File: config.mk
export PLATFORM = sky130hd
export DESIGN_NAME = mem_arbiter
export DESIGN_NICKNAME = d
export VERILOG_FILES = /design/src/rtl/mem_arbiter_pkg.sv /design/src/rtl/mem_arbiter.sv
export SDC_FILE = /design/constraint.sdc
export NUM_CORES = 1
export LEC_CHECK = 0
export BUFFER_PORTS_ARGS = -buffer_cell sky130_fd_sc_hd__clkbuf_2
export CORE_ASPECT_RATIO = 2
export CORE_MARGIN = 10
export CORE_UTILIZATION = 40
export DETAILED_ROUTE_END_ITERATION = 10
export PLACE_DENSITY = 0.73
export REMOVE_ABC_BUFFERS = 1
export SETUP_SLACK_MARGIN = 0.3
export SLEW_MARGIN = 15
export SYNTH_ARGS = -nofsm -noshare
export SYNTH_HDL_FRONTEND = slang
export SYNTH_SLANG_ARGS = --single-unit
File: constraint.sdc
create_clock -name clk -period 2.25 [get_ports clk]
set_clock_uncertainty 0.1 [all_clocks]
set_input_delay 0.675 -clock clk [delete_from_list [all_inputs] [get_ports clk]]
set_output_delay 0.675 -clock clk [all_outputs]
set_load 0.05 [all_outputs]
File: src/rtl/mem_arbiter_pkg.sv
// Shared definitions for the fetch/data memory arbiter: FSM state type,
// default fairness/timeout limits and the byte-lane decode helper.
package mem_arbiter_pkg;

  typedef enum logic [1:0] {
    IDLE  = 2'd0,
    GNT_I = 2'd1,
    GNT_D = 2'd2
  } arb_state_t;

  localparam int unsigned STARVE_MAX_DEF = 4;
  localparam int unsigned TIMEOUT_DEF    = 16;

  function automatic logic [3:0] byte_lane(input logic [1:0] a);
    return 4'b0001 << a;
  endfunction

endpackage

File: src/rtl/mem_arbiter.sv
// Arbitrates a fetch port and a data port onto one single-port memory,
// favouring data accesses but bounding how long fetch can be starved.
module mem_arbiter
  import mem_arbiter_pkg::*;
#(
  parameter int unsigned STARVE_MAX = STARVE_MAX_DEF,
  parameter int unsigned TIMEOUT    = TIMEOUT_DEF
) (
  input  logic        clk,
  input  logic        rst,
  input  logic        i_req,
  input  logic [31:0] i_addr,
  output logic        i_ack,
  input  logic        d_req,
  input  logic        d_we,
  input  logic        d_byte,
  input  logic [31:0] d_addr,
  input  logic [31:0] d_wdata,
  output logic        d_ack,
  output logic        mem_req,
  output logic        mem_we,
  output logic [3:0]  mem_be,
  output logic [31:0] mem_addr,
  output logic [31:0] mem_wdata,
  input  logic        mem_ready,
  input  logic [31:0] mem_rdata,
  output logic        timeout_err
);

  localparam int unsigned SW = $clog2(STARVE_MAX + 2);
  localparam int unsigned WW = $clog2(TIMEOUT + 2);
  localparam logic [SW-1:0] STARVE_LIM = SW'(STARVE_MAX);
  localparam logic [WW-1:0] WAIT_LAST  = WW'(TIMEOUT - 1);

  arb_state_t    r_state;
  arb_state_t    w_next;
  logic [SW-1:0] r_starve;
  logic [WW-1:0] r_wait;
  logic [31:0]   r_addr;
  logic [31:0]   r_wdata;
  logic [3:0]    r_be;
  logic          r_we;
  logic          w_gnt_i;
  logic          w_gnt_d;
  logic          w_timeout;
  logic          w_fin;
  logic          w_unused_rdata;

  // Read data is routed straight to the requesters; nothing here consumes it.
  assign w_unused_rdata = ^mem_rdata;

  assign w_gnt_d   = (r_state == IDLE) && d_req && (!i_req || (r_starve < STARVE_LIM));
  assign w_gnt_i   = (r_state == IDLE) && !w_gnt_d && i_req;
  assign w_timeout = (r_state != IDLE) && !mem_ready && (r_wait == WAIT_LAST);
  // Reset in the same cycle as completion suppresses the ack entirely.
  assign w_fin     = !rst && (mem_ready || w_timeout);

  assign mem_addr  = r_addr;
  assign mem_be    = r_be;
  assign mem_wdata = r_wdata;

  always_ff @(posedge clk) begin
    if (rst) r_state <= IDLE;
    else     r_state <= w_next;
  end

  always_comb begin
    w_next = r_state;
    case (r_state)
      IDLE: begin
        if (w_gnt_d)      w_next = GNT_D;
        else if (w_gnt_i) w_next = GNT_I;
      end
      GNT_I, GNT_D: begin
        if (mem_ready || w_timeout) w_next = IDLE;
      end
      default: w_next = IDLE;
    endcase
  end

  always_comb begin
    mem_req     = 1'b0;
    mem_we      = 1'b0;
    i_ack       = 1'b0;
    d_ack       = 1'b0;
    timeout_err = 1'b0;
    case (r_state)
      GNT_I: begin
        mem_req     = 1'b1;
        i_ack       = w_fin;
        timeout_err = w_fin && !mem_ready;
      end
      GNT_D: begin
        mem_req     = 1'b1;
        mem_we      = r_we;
        d_ack       = w_fin;
        timeout_err = w_fin && !mem_ready;
      end
      default: ;
    endcase
  end

  always_ff @(posedge clk) begin
    if (rst) begin
      r_addr   <= '0;
      r_wdata  <= '0;
      r_be     <= '0;
      r_we     <= 1'b0;
      r_wait   <= '0;
      r_starve <= '0;
    end else begin
      if (w_gnt_d) begin
        r_addr  <= d_addr;
        r_we    <= d_we;
        r_be    <= d_byte ? byte_lane(d_addr[1:0]) : '1;
        r_wdata <= d_byte ? {4{d_wdata[7:0]}} : d_wdata;
      end else if (w_gnt_i) begin
        r_addr  <= i_addr;
        r_we    <= 1'b0;
        r_be    <= '1;
        r_wdata <= '0;
      end

      if (w_gnt_d || w_gnt_i)
        r_wait <= '0;
      else if ((r_state != IDLE) && !mem_ready && !w_timeout)
        r_wait <= r_wait + WW'(1);

      if (r_state == IDLE) begin
        if (!i_req || w_gnt_i)
          r_starve <= '0;
        else if (w_gnt_d && (r_starve < STARVE_LIM))
          r_starve <= r_starve + SW'(1);
      end
    end
  end

endmodule
After elaboration in Yosys (flattened, before gate mapping)
Cells that the tools add are included.
Operators by class
  add/sub/neg operators: 2
  magnitude comparators: 1
  equal/unequal tests: 5
  shift operators: 1
  muxes and demuxes: 21
  reductions and logical operators: 27
Operators with widths (count)
  two-way mux 32 bit: 5
  two-way mux 4 bit: 3
  logical AND 1 bit: 10
  two-way mux 1 bit: 7
  two-way mux 2 bit: 3
  two-way mux 3 bit: 2
  nonzero test 2 bit: 3
  adder 5 x 1 -> 5 bit (second input constant): 1
  == test 5 x 4 -> 1 bit (second input constant): 1
  logical NOT 1 bit: 5
  logical OR 1 bit: 4
  one-hot mux 2 bit (2 select lines): 1
  AND reduction 2 bit: 2
  OR reduction 2 bit: 2
  << shifter 1 x 2 -> 4 bit (first input constant): 1
  adder 3 x 1 -> 3 bit (second input constant): 1
  < comparator 3 bit (second input constant): 1
  != test 3 bit (second input constant): 1
  == test 2 x 1 -> 1 bit (second input constant): 1
  == test 2 bit (second input constant): 1
  logical NOT 2 bit: 1
  != test 2 x 1 -> 1 bit (second input constant): 1
Storage, ports and cells
  register bits: 79
  output and inout port bits: 73
  logic and storage cells: 64

Longest topological paths before layout
Gate-level depths: netlist (run 1).
  depth in word-level cells: 9
  gate-level depth with buffers: 8
  depth with buffers taken out: 6

Worst setup path before layout (run 1)
Ideal clock, no wire load.
  kind: input to output
  start point: input port rst
  end point: output port timeout_err
  data arrival time: 2183 ps
  data required time: 1475 ps
  slack: -708 ps
  cell stages on the path: 3
  buffers on the path: 2
  cells stage by stage: clkbuf_1 -> clkbuf_1 -> nor3_1
Between the ends
  longest elaborated chain between the ends: 4
Ends and longest elaborated chain
  from (decl): RTL line mem_arbiter.sv:10  | input logic rst,
  logical NOT 1 bit: RTL line mem_arbiter.sv:56  | assign w_fin = !rst && (mem_ready || w_timeout);
  logical AND 1 bit: RTL line mem_arbiter.sv:56
  logical AND 1 bit: RTL line mem_arbiter.sv:91, mem_arbiter.sv:97
  two-way mux 1 bit
  to (decl): RTL line mem_arbiter.sv:27  | output logic timeout_err
No other way between the ends.

Final worst setup path (run 1)
  start point: register r_wait[0]
  end point: output port timeout_err
Between the ends
  longest elaborated chain between the ends: 6
Ends and longest elaborated chain
  from (decl): RTL line mem_arbiter.sv:38  | logic [WW-1:0] r_wait;
  from (signal assigned): RTL line mem_arbiter.sv:127  | r_wait <= r_wait + WW'(1);
  == test 5 x 4 -> 1 bit: RTL line mem_arbiter.sv:54  | assign w_timeout = (r_state != IDLE) && !mem_ready && (r_wait == WAIT_LAST);
  logical AND 1 bit: RTL line mem_arbiter.sv:54
  logical OR 1 bit: RTL line mem_arbiter.sv:56
  logical AND 1 bit: RTL line mem_arbiter.sv:56
  logical AND 1 bit: RTL line mem_arbiter.sv:91, mem_arbiter.sv:97
  two-way mux 1 bit
No other way between the ends.

==> impl_metrics.csv, run 1 <==
group,metric,value,unit
timing,fmax,406,MHz
timing,period_share,109,%
detailed_routing,vias,3844,
pwr,power_frac_seq,29.8,%
worst_hold_path,hp-start,"mem_wdata[10]",
synth,netlist_instances,383,
final_layout,final_common_cell,"clkbuf_2",
detailed_routing,ant_nets,0,
timing,finalMaxSlewViolations,0,
final_layout,final_cell_mix,"clkbuf_2, dfxtp_1, nor3_1",
synth,synthTopCellsByArea,"dfxtp_1, nor3_1, a221oi_1, o2bb2ai_2, mux2i_1",
detailed_routing,drt_iter0_drc,234,
synth,synth_flop_cell,"dfxtp_1",
floorplanning,floorplan.initialDensity,40.7,%
final_layout,design_area,5370,um2
worst_setup_path,r2r_end,"r_wait[3]",
clock_network,clock_latency,0.33,ns
detailed_routing,drc_errors,0,
status,status,"complete, but fails checks",
synth,yosysTopAreaCellShare,41.9,%
worst_hold_path,min_delay_path_depth,1,
worst_setup_path,crit_type,"reg -> out",
status,violations,"negative setup slack",
global_route,track_usage,18.7,%
floorplanning,rows,50,
worst_setup_path,cp.required,1.47,ns
timing,timing_hold_violations_final,0,
pwr,powerDensity,1140,nW/um2
final_layout,final_util,58.0,%
floorplanning,io_pins,208,
pwr,internal_power,3.46,mW
final_layout,antennaDiodeCount,0,
floorplanning,core_area,9260,um2
detailed_routing,routed_wl,13300,um
clock_network,cts_root_buf,"clkbuf_16",
detailed_routing,wl_per_cell,19.9,um
timing,period_minus_slack,2.46,ns
final_layout,drive_gt1_share,47.6,%
placement,port_buffers,175,
clock_network,htree_levels,3,
global_route,grt_start_max_net_pins,45,
worst_setup_path,r2r_start,"r_wait[0]",
worst_setup_path,worstPathMaxFanout,2,
synth,synth.distinct_cells,42,
worst_setup_path,worstRegToRegCells,8,
clock_network,cts_buffer_depth,2,
placement,post-place-ws,-0.0497,ns
timing,fin_setup_tns,-0.564,ns
worst_setup_path,crit_path_start_kind,"flop",
clock_network,cts_buffers,9,
global_route,grt_pass1_vias,4113,
clock_network,tritoncts,"done",
worst_setup_path,worstPathArrival,1.69,ns
timing,rsz0062_at_grt,"yes",
worst_setup_path,cp-end-kind,"primary output",
final_layout,syn2layout_area_growth,42.4,%
pwr,p_leak,2.53,nW
timing,finalSetupViolCount,3,
floorplanning,die_h,157,um
pwr,combPwrFrac,46.2,%
synth,synth_warnings,0,
clock_network,cts_sinks,79,
placement,hpwl,10100,um
pwr,vdd_ir_drop_max,0.606,mV
synth,ys_seq_area_share,41.9,%
synth,syn_avg_cell_area,9.85,um2
global_route,grt_overflow_total,0,
global_route,grt_pass1_wl,20500,um
pwr,power.switching,2.68,mW
floorplanning,die_w,88.7,um
synth,synth-edff-count,0,
timing,fin_ws,-0.213,ns
clock_network,path_clk_slew,0.06,ns
placement,postPlaceCellArea,4850,um2
global_route,antenna_found_initial,0,
worst_hold_path,hold_class,"reg -> reg",
placement,routabilityCongestion,0.792,
final_layout,nets,702,
worst_hold_path,min_delay_worst_endpoint,"mem_wdata[10]",
timing,worstMarginPinSlew,0.675,ns
timing,slew-limit-headroom,54.8,%
synth,synthArstFlopShare,0,%
synth,syn-cell-area,3770,um2
job,cap_viol_max_count,0,
clock_network,cts_hold_buf,0,
detailed_routing,first_pass_iters,4,
synth,ys_ff_latch,79,
detailed_routing,via_per_inst,5.75,
pwr,switching_share,43.6,%
synth,yosys.area.top_type,"dfxtp_1",
floorplanning,die_area,13900,um2
worst_setup_path,rrSetupSlack,0.22,ns
pwr,clkPwrFrac,24.0,%
==> metrics by stage <==
stage,hold WS [ns],cells,power (mW)
final,0.365,669,6.15
after global routing,0.384,669,6.43
after CTS,0.367,667,6.16
after floorplan,0.334,342,3.68
after detailed placement,0.346,648,4.55
after global placement,0.345,648,4.50
==> power groups by stage <==
| stage | sequential (mW) | clock [mW] | combinational (mW) |
|---|---|---|---|
| after floorplan | 2.66 | 0 | 1.03 |
| after global placement | 1.83 | 0 | 2.66 |
| after detailed placement | 1.84 | 0 | 2.70 |
| after CTS | 1.83 | 1.49 | 2.84 |
| after global routing | 1.86 | 1.56 | 3.01 |
| final | 1.83 | 1.48 | 2.84 |
==> state kept, by name (all words and copies together), names as in the netlist <==
signal,flops
r_state,2
r_starve,3
mem_be,4
mem_addr,32
r_wait,5
mem_wdata,32
r_we,1
==> layout make-up <==
cell class              count  area [um2]
repair buffers            207        1240
clock buffers              11         243
flip-flops and latches     79        1590
clock inverters             5        56.3
fillers                   797        3890
multi-input cells         254        2070
inverters                   9        38.8
well taps                 104         130
==> synth_stat cells, types with 2 or more instances <==
library cell,instances
a221oi_1,36
nand2b_1,8
nand3_1,2
nor2b_1,2
and3_1,34
or3_1,3
o2bb2ai_1,4
inv_1,8
a22o_1,9
a21oi_1,8
ha_1,7
nor2_1,3
buf_2,12
clkbuf_1,25
and2_1,3
xnor2_1,2
buf_6,3
a211o_1,2
o2bb2ai_2,20
nor3_1,66
mux2i_1,24
dfxtp_1,79
nand2_1,4
==> how the worst max path moves through the flow <==
stage	from	end	cells past startpoint
2_1_floorplan	r_state[0]	timeout_err	4
3_3_place_gp	r_wait[0]	timeout_err	8
3_5_place_dp	r_wait[1]	d_ack	7
4_1_cts	r_wait[1]	timeout_err	8
5_1_grt	r_wait[0]	timeout_err	8
6_report	r_wait[0]	timeout_err	8
==> logic make-up (layout without fill, tap and decap cells) <==
kind of cell / count (synthesis) / in the layout / share of synthesized area, %
and+or+nand+nor: 132 / 132 / 19.5
xor gates and xnor gates: 2 / 2 / 0.465
AOI/OAI and AO/OA: 89 / 89 / 23.4
muxes: 24 / 24 / 6.37
DFF: 79 / 79 / 41.9
buffers and inverters: 50 / 232 / 6.01
adders and majority gates: 7 / 7 / 2.32
==> metal layers <==
metal	wire, um	GRT usage, %	vias to the layer above
met5	0	0	-
met4	521	9.84	0
met3	1190	6.94	35
met2	6990	32.4	166
met1	4620	18.6	1821
li1	-	-	1822
==> critical path, cell delays in order (launching register included) <==
cell	delay, ns
dfxtp_2	0.35
ha_4	0.14
and3_4	0.19
ha_4	0.14
nand2b_4	0.06
buf_6	0.12
nor3_2	0.09
buf_4	0.14
buf_12	0.12
==> timing repair <==
action | 4_1_cts | 5_1_grt
setup buffers | 3 | 2
pin swaps | 7 | 5
resized for setup | 33 | 10
setup endpoints to repair | 6 | 6
Power figures use the tool's default switching activity.
==> run 2: changes to the inputs <==
Settings changed: CORE_ASPECT_RATIO 2 to 1.5, CORE_UTILIZATION 40 to 44, PLACE_DENSITY 0.73 to 0.79.
==> run 2 against run 1 <==
Effect of this change: the flow still finishes with violations (negative setup slack); register-to-register slack gained 0.03 ns; cell count shrank 0.45%; cell area shrank 0.56%; critical path depth shrank 1; flip-flop and latch count is the same; total power grew 1.6%; highest routed layer unchanged.
==> impl_metrics.csv, run 2 (synthesis gave the netlist of run 1 again) <==
group,metric,value,unit
status,status,"complete, but fails checks",
status,violations,"negative setup slack",
floorplanning,floorplan.initialDensity,44.8,%
clock_network,tritoncts,"done",
clock_network,clock_latency,0.33,ns
clock_network,cts_buffer_depth,2,
detailed_routing,wl_per_cell,19.2,um
worst_setup_path,crit_path_start_kind,"flop",
job,cap_viol_max_count,0,
worst_setup_path,crit_family,"simple AND/OR/NAND/NOR gates",
worst_setup_path,critPathBufInv,1,
placement,port_buffers,175,
final_layout,drive_gt1_share,46.9,%
worst_setup_path,cp.required,1.47,ns
final_layout,nets,696,
floorplanning,rows,41,
worst_setup_path,worstPathCellList,"ha_4, and3_4, ha_4, nand2b_4, a21oi_4, and2_4, buf_12",
floorplanning,die_h,133,um
detailed_routing,first_pass_iters,4,
timing,finalSetupViolCount,3,
placement,hpwl,9250,um
final_layout,final_util,63.5,%
pwr,powerDensity,1170,nW/um2
pwr,p_leak,2.51,nW
timing,slew-limit-headroom,54.7,%
global_route,grt_overflow_total,0,
final_layout,final_cell_mix,"clkbuf_2, dfxtp_1, nor3_1",
worst_setup_path,worstPathArrival,1.66,ns
placement,postPlaceCellArea,4820,um2
global_route,grt_pass1_vias,4006,
detailed_routing,routed_wl,12800,um
global_route,grt_pass1_wl,19800,um
timing,worstMarginPinSlew,0.675,ns
floorplanning,core_area,8410,um2
worst_setup_path,crit_type,"reg -> out",
floorplanning,die_area,12800,um2
final_layout,design_area,5340,um2
clock_network,path_clk_slew,0.06,ns
global_route,track_usage,19.1,%
final_layout,antennaDiodeCount,0,
final_layout,syn2layout_area_growth,41.6,%
timing,finalMaxSlewViolations,0,
floorplanning,die_w,95.6,um
worst_setup_path,r2r_start,"r_wait[1]",
clock_network,cts_buffers,9,
worst_hold_path,hp-start,"mem_wdata[9]",
global_route,antenna_found_initial,0,
worst_setup_path,setup.worst_path.start,"r_wait[1]",
timing,period_share,108,%
timing,rsz0062_at_grt,"yes",
timing,fin_ws,-0.188,ns
worst_setup_path,crit_top_cell,"ha_4",
final_layout,final_common_cell,"clkbuf_2",
detailed_routing,vias,3816,
worst_setup_path,cp-end-kind,"primary output",
worst_setup_path,worstPathMaxFanout,3,
detailed_routing,via_per_inst,5.73,
worst_hold_path,hold_class,"reg -> reg",
timing,timing_hold_violations_final,0,
worst_setup_path,max_stage_delay,0.35,ns
detailed_routing,ant_nets,0,
worst_setup_path,cpMaxStageDelayCell,"dfxtp_2",
timing,period_minus_slack,2.44,ns
detailed_routing,drt_iter0_drc,201,
clock_network,cts_root_buf,"clkbuf_16",
placement,post-place-ws,-0.0175,ns
pwr,vdd_ir_drop_max,0.755,mV
timing,fmax,410,MHz
timing,hold-worst-slack,0.369,ns
clock_network,htree_levels,3,
floorplanning,io_pins,208,
placement,routabilityCongestion,0.863,
clock_network,cts_sinks,79,
global_route,grt_start_max_net_pins,47,
detailed_routing,drc_errors,0,
==> run 2: cell types whose count changed in the layout (fill, tap and decap cells not counted), sizes merged <==
| cell | previous run | this run |
|---|---|---|
| clkinv | 2 | 3 |
| clkbuf | 183 | 180 |
| inv | 10 | 11 |
| bufinv | 1 | 2 |
| buf | 35 | 30 |
| clkinvlp | 1 | 0 |
==> run 2: cell type report <==
cell class,count,area (um2)
Clock buffer,9,225
Fill cell,698,3070
Timing Repair Buffer,201,1190
Tap cell,107,134
Inverter,9,36.3
Clock inverter,7,104
Multi-Input combinational cell,254,2070
Sequential cell,79,1590
==> run 2: routing by layer <==
metal,vias up,GRT usage [%],wire (um)
li1,1803,-,-
met2,184,31.4,6100
met5,-,0,0
met4,0,7.40,225
met3,17,8.27,1480
met1,1812,20.9,4960
==> run 2: where the power goes <==
| group | total (mW) | leakage, nW | internal [mW] | switching [mW] |
|---|---|---|---|---|
| combinational | 2.82 | 1.70 | 0.901 | 1.92 |
| sequential | 1.83 | 0.653 | 1.67 | 0.161 |
| clock | 1.60 | 0.161 | 0.985 | 0.612 |
| total | 6.24 | 2.51 | 3.55 | 2.69 |
==> run 2: final timing paths <==
check,to,slack (ns),depth (start not counted)
max reg2reg,r_wait[3],0.25,8
min reg2reg,mem_wdata[9],0.37,1
max,i_ack,-0.19,7
min,mem_wdata[9],0.37,1
==> run 2: what timing repair did <==
item / in CTS / in global routing
setup buffers: 4 / 2
gates resized for setup: 24 / 10
hold buffers: 0 / 0
pin swaps: 5 / 6
endpoints found under the setup margin: 31 / 34
==> run 2: metrics by stage <==
step / std cells / total power [mW] / setup TNS [ns]
after floorplan: 342 / 3.68 / -20.97
after global placement: 644 / 4.44 / 0
after detailed placement: 644 / 4.50 / -0.0237
after CTS: 664 / 6.23 / -0.570
after global routing: 666 / 6.53 / -0.696
final: 666 / 6.24 / -0.497
==> run 3: changes to the inputs <==
Settings changed: MAX_ROUTING_LAYER set to met4.
Clock period 2.25 ns to 2.8 ns, I/O delays scaled along.
==> run 3 against run 2 <==
Effect of this change: the flow now finishes without violations; non-clock buffer count shrank 1; cell count shrank 0.15%; critical path depth is the same; combinational power shrank 24%.
==> impl_metrics.csv, run 3 (synthesis gave the netlist of run 1 again) <==
group,metric,value,unit
worst_setup_path,crit_top_cell,"ha_4",
final_layout,final_common_cell,"clkbuf_2",
timing,slew-limit-headroom,57.9,%
final_layout,design_area,5220,um2
global_route,grt_start_max_net_pins,47,
floorplanning,floorplan.initialDensity,44.8,%
detailed_routing,drc_errors,0,
final_layout,nets,695,
floorplanning,core_area,8410,um2
pwr,p_leak,2.47,nW
detailed_routing,drt_iter0_drc,179,
worst_setup_path,worstPathMaxFanout,4,
clock_network,cts_hold_buf,0,
pwr,powerDensity,919,nW/um2
worst_setup_path,crit_type,"reg -> out",
floorplanning,io_pins,208,
timing,finalMaxSlewViolations,0,
detailed_routing,ant_nets,0,
placement,port_buffers,175,
timing,fin_setup_tns,0,ns
final_layout,stdcell_count,665,
final_layout,antennaDiodeCount,0,
worst_setup_path,max_stage_delay,0.35,ns
clock_network,cts_buffers,9,
pwr,vdd_ir_drop_max,0.463,mV
clock_network,cts_sinks,79,
timing,period_share,92.9,%
clock_network,htree_levels,3,
clock_network,clock_latency,0.33,ns
placement,dp.cells,641,
final_layout,nFillCells,707,
clock_network,tritoncts,"done",
final_layout,final_cell_mix,"clkbuf_2, dfxtp_1, nor3_1",
final_layout,syn2layout_area_growth,38.4,%
global_route,antenna_found_initial,0,
final_layout,drive_gt1_share,45.2,%
detailed_routing,via_per_inst,5.76,
detailed_routing,wl_per_cell,18.9,um
global_route,grt_overflow_total,0,
global_route,track_usage,19.5,%
detailed_routing,routed_wl,12500,um
clock_network,cts_root_buf,"clkbuf_16",
worst_setup_path,cp-end-kind,"primary output",
placement,routabilityCongestion,0.905,
detailed_routing,first_pass_iters,4,
timing,timing_hold_violations_final,0,
job,cap_viol_max_count,0,
floorplanning,die_h,133,um
placement,hpwl,9140,um
timing,period_minus_slack,2.60,ns
pwr,power,4.80,mW
worst_setup_path,cpMaxStageDelayCell,"dfxtp_2",
status,status,"complete, no violations",
timing,rsz0062_at_grt,"yes",
floorplanning,rows,41,
worst_hold_path,hold_class,"reg -> reg",
timing,fmax,384,MHz
worst_setup_path,cp.required,1.86,ns
worst_setup_path,worstPathArrival,1.66,ns
placement,postPlaceCellArea,4780,um2
global_route,grt_pass1_wl,19800,um
timing,finalSetupViolCount,0,
clock_network,path_clk_slew,0.06,ns
worst_setup_path,crit_path_start_kind,"flop",
floorplanning,die_w,95.6,um
global_route,grt_pass1_vias,4026,
detailed_routing,vias,3832,
timing,worstMarginPinSlew,0.627,ns
final_layout,final_util,62.0,%
clock_network,cts_buffer_depth,2,
worst_setup_path,worstPathCellList,"ha_4, and3_4, ha_4, nand2b_4, a21oi_4, and2_4, buf_12",
floorplanning,die_area,12800,um2
-- run 3: worst max-delay path, delay by kind of cell (launching register included) --
kind	cells	cell delay [ns]
buffers and inverters	1	0.13
adder cells (fa/ha/maj)	2	0.29
AND/OR/NAND/NOR	3	0.43
AO/OA/AOI/OAI	1	0.13
flip-flops	1	0.35
-- run 3: final cells by class --
cell class / count / area (um2) / area share (%)
clock inverters: 5 / 56.3 / 1.08
inverters: 9 / 33.8 / 0.647
clock buffers: 11 / 253 / 4.84
multi-input cells: 254 / 2040 / 39.0
flip-flops and latches: 79 / 1580 / 30.4
well taps: 107 / 134 / 2.57
repair buffers: 200 / 1120 / 21.5
-- run 3: per-layer routing --
metal	part of all wire (%)	track usage [%]	up-vias
met5	0	-	-
met4	1.9	7.98	0
met3	9.0	4.95	22
met2	48	30.7	171
met1	41	23.0	1831
li1	-	-	1808
-- run 3: path summary, 6_finish.rpt --
| path | from | endpoint | slack [ns] | cells past startpoint |
|---|---|---|---|---|
| worst min register to register | mem_wdata[11] | mem_wdata[11] | 0.37 | 1 |
| worst min-delay path | mem_wdata[11] | mem_wdata[11] | 0.37 | 1 |
| worst max register to register | r_state[0] | r_state[0] | 0.70 | 7 |
| worst max-delay path | r_wait[1] | i_ack | 0.20 | 7 |
-- run 3: through the flow --
step | hold slack, ns | worst slack [ns]
after global routing | 0.384 | 0.139
after CTS | 0.367 | 0.181
final | 0.366 | 0.198
after detailed placement | 0.346 | 0.219
after floorplan | 0.334 | -0.386
after global placement | 0.346 | 0.216
-- run 3: timing repair --
action                                  4_1_cts  5_1_grt
setup buffers                                 5        3
pin swaps                                     5        0
gates resized for setup                      12        2
endpoints found under the setup margin        3        3
-- run 3: power by group --
group,internal (mW),switching (mW),total (mW)
combinational,0.627,1.51,2.14
sequential,1.34,0.127,1.46
clock,0.737,0.452,1.19
total,2.70,2.09,4.80
